**config.mk**
```make
export PLATFORM = sky130hd
export DESIGN_NAME = down_counter
export DESIGN_NICKNAME = d
export VERILOG_FILES = /design/src/rtl/down_counter.sv
export SDC_FILE = /design/constraint.sdc
export NUM_CORES = 1
export LEC_CHECK = 0
export ABC_AREA = 1
export CORE_AREA = 2 2 39 41
export DETAILED_ROUTE_END_ITERATION = 8
export DIE_AREA = 0 0 41 43
export SETUP_SLACK_MARGIN = 0.3
export SYNTH_ARGS = -nofsm -noshare
export SYNTH_HDL_FRONTEND = slang
export SYNTH_SLANG_ARGS = --single-unit
```
**constraint.sdc**
```tcl
create_clock -name clk -period 1.25 [get_ports clk]
set_input_delay 0.1875 -clock clk [delete_from_list [all_inputs] [get_ports clk]]
set_output_delay 0.1875 -clock clk [all_outputs]
set_load 0.02 [all_outputs]
```
**src/rtl/down_counter.sv**
```systemverilog
// down_counter: free-running binary down counter with synchronous load and async active-low reset
module down_counter #(
  parameter int WIDTH = 4,
  parameter logic [WIDTH-1:0] RST_VAL = '0
) (
  input  logic             clk,
  input  logic             rst,
  input  logic             ld,
  input  logic [WIDTH-1:0] ldvalue,
  output logic [WIDTH-1:0] dout
);
  logic [WIDTH-1:0] r_cnt;
  logic [WIDTH-1:0] w_nxt;
  always_comb w_nxt = ld ? ldvalue : r_cnt - 1'b1;
  always_ff @(posedge clk or negedge rst)
    if (!rst) r_cnt <= RST_VAL;
    else      r_cnt <= w_nxt;
  assign dout = r_cnt;
endmodule

```
==> metrics.txt <==
Most Crowded Layer GR met4; LEAKAGE 0.1781 nW; worst path bufs/invs 1; Fmax 1018 MHz; num rows 14; instance count of the mapped netlist 23; worst setup path class reg2out; met2 usage 7.500%; DP Cell Count 50; Setup TNS Final 0 ns; largest cells by area after synthesis dfrtp_1, nand2_1, inv_1; Mapped Nets 31; routability congestion estimate 0.5742; GRT overflow 0; CP required 1.06 ns; Clock Pin Slew Worst Setup and Hold Paths 0.04 ns; pins over their slew limit 0; clock insertion delay at the later pin of the skew report 0.23 ns; area leader, netlist dfrtp_1; power density over the cells 1305 mW/mm^2; worst rel slew slack 83.46%; Area Overhead vs Synth 98.06%; Critical Path AT 0.79 ns; Worst-Margin Slew 0.2473 ns; largest net degree at the start of global routing 9; global-route wire length before repair 676 um; max_cap viols 0; fin crit share 78.58%; drt pass-1 iters 3; syn avg cell area 8.432 um^2; crit path capture type primary output; worst path cell trace buf_6; final hold violation count 0; Overall Global Routing Usage 7.071%; Yosys reg bits 4; RSZ-0062 raised after global routing yes; CTS Hold Bufs 0; outcome complete, no violations; Die ar. 0.001763 mm^2; register area share after synthesis 51.61%; vias per inst 3.444; worst hold slack 0.1535 ns; drt initial violations 6; CP Launch Type flop; CTS Buffer Depth 2; Num Clock Sinks 4; vias in the first global route 172; core region area 0.001384 mm^2; I/O pin count 11; H-tree level count 1; Cell Area, Synth 193.9 um^2; initial antenna violation count 0; most frequent cells in the layout nand2_1, clkdlybuf4s50_1, buf_6; final net count 48; Root Buffer clkbuf_4; die height 43 um; most common cell after layout, fill and taps aside nand2_1; Final min period 0.9823 ns; CP max FO 3; Starting Density 14.01%; min-delay worst type in2async; share of layout cells above drive strength 1 39.47%; CTS tree built; max incr delay on CP 0.42 ns; r2r endpoint dout[2]; Layout Cells excl Fill 54; synth warn 0; r2r worst-path depth 4; Avg WL per Cell 8.722 um; RR Startpoint dout[1]; ant diodes 0; GR Util met1 6.885%; kind of cell adding the most delay to the critical path flip-flops; grt met3 use 6.806%; clock skew 0.0005161 ns; Unique masters post-synth 9; final wirelength 471 um; final setup vio count 0; Die W 41 um; Peak VDD IR 430.9 uV; max reg flops 4; worst reg2reg setup slack 0.28 ns; # port buffers 10; Post-route DRC 0; CTS Buf Count 3; Worst path slowest cell dfrtp_2; Synth top area share 51.61%; Final ANT Viol Nets 0; via count 186
-- routing by layer --
metal,wire [um],up-vias
li1,-,101
met1,211,76
met2,220,9
met3,39,0
met4,0,0
met5,0,-
-- worst max path at each step --
stage,start,endpoint,slack [ns],depth (start not counted)
CTS,dout[0],dout[0],0.26,1
floorplan,dout[0],dout[2],0.28,4
finish,dout[1],dout[1],0.27,1
global placement,dout[0],dout[0],0.1,1
global route,dout[1],dout[2],0.24,4
detailed placement,dout[0],dout[0],0.1,1
-- synth_stat cells, drive strengths merged --
cell type / instances
dfrtp: 4
ha: 1
inv: 4
nand2: 7
nand3: 2
nor2: 1
o21ai: 3
xnor2: 1
-- power breakdown --
group | internal [mW] | leakage [nW] | switching, mW
Clock | 0.107 | 0.0138 | 0.0518
Combinational | 0.0974 | 0.119 | 0.0772
Sequential | 0.150 | 0.0457 | 0.0181
Total | 0.354 | 0.178 | 0.147
-- layout make-up --
| class | instances | area (um^2) |
|---|---|---|
| multi-input cells | 15 | 103.9 |
| clock buffers | 3 | 22.52 |
| repair buffers | 12 | 120.1 |
| flip-flops and latches | 4 | 102.6 |
| inverters | 4 | 15.01 |
| well taps | 16 | 20.02 |
| fillers | 154 | 999.7 |
-- timing repair --
action | CTS | global route
setup endpoints to repair | 5 | 6
buffers inserted | 1 | 0
pin swaps | 1 | 0
gates resized for setup | 26 | 1
-- metrics by stage --
step / setup WS [ns] / power (mW) / cell area, um^2 / utilization, %
6_report: 0.2677 / 0.5013 / 384.1 / 27.76
5_1_grt: 0.2390 / 0.5343 / 384.1 / 27.76
4_1_cts: 0.2639 / 0.5045 / 379.1 / 27.40
3_5_place_dp: 0.09755 / 0.3061 / 326.6 / 23.60
3_3_place_gp: 0.09736 / 0.3037 / 326.6 / 23.60
2_1_floorplan: 0.2836 / 0.2305 / 198.9 / -
-- cells by family after synthesis --
logic type	share of synthesized area, %
flip-flops	51.61
buffers and inverters	7.740
AO/OA/AOI/OAI	7.740
AND/OR/NAND/NOR	21.94
adder cells (fa/ha/maj)	6.451
XOR/XNOR	4.517
Note: power is estimated with default switching activity, not from simulation.
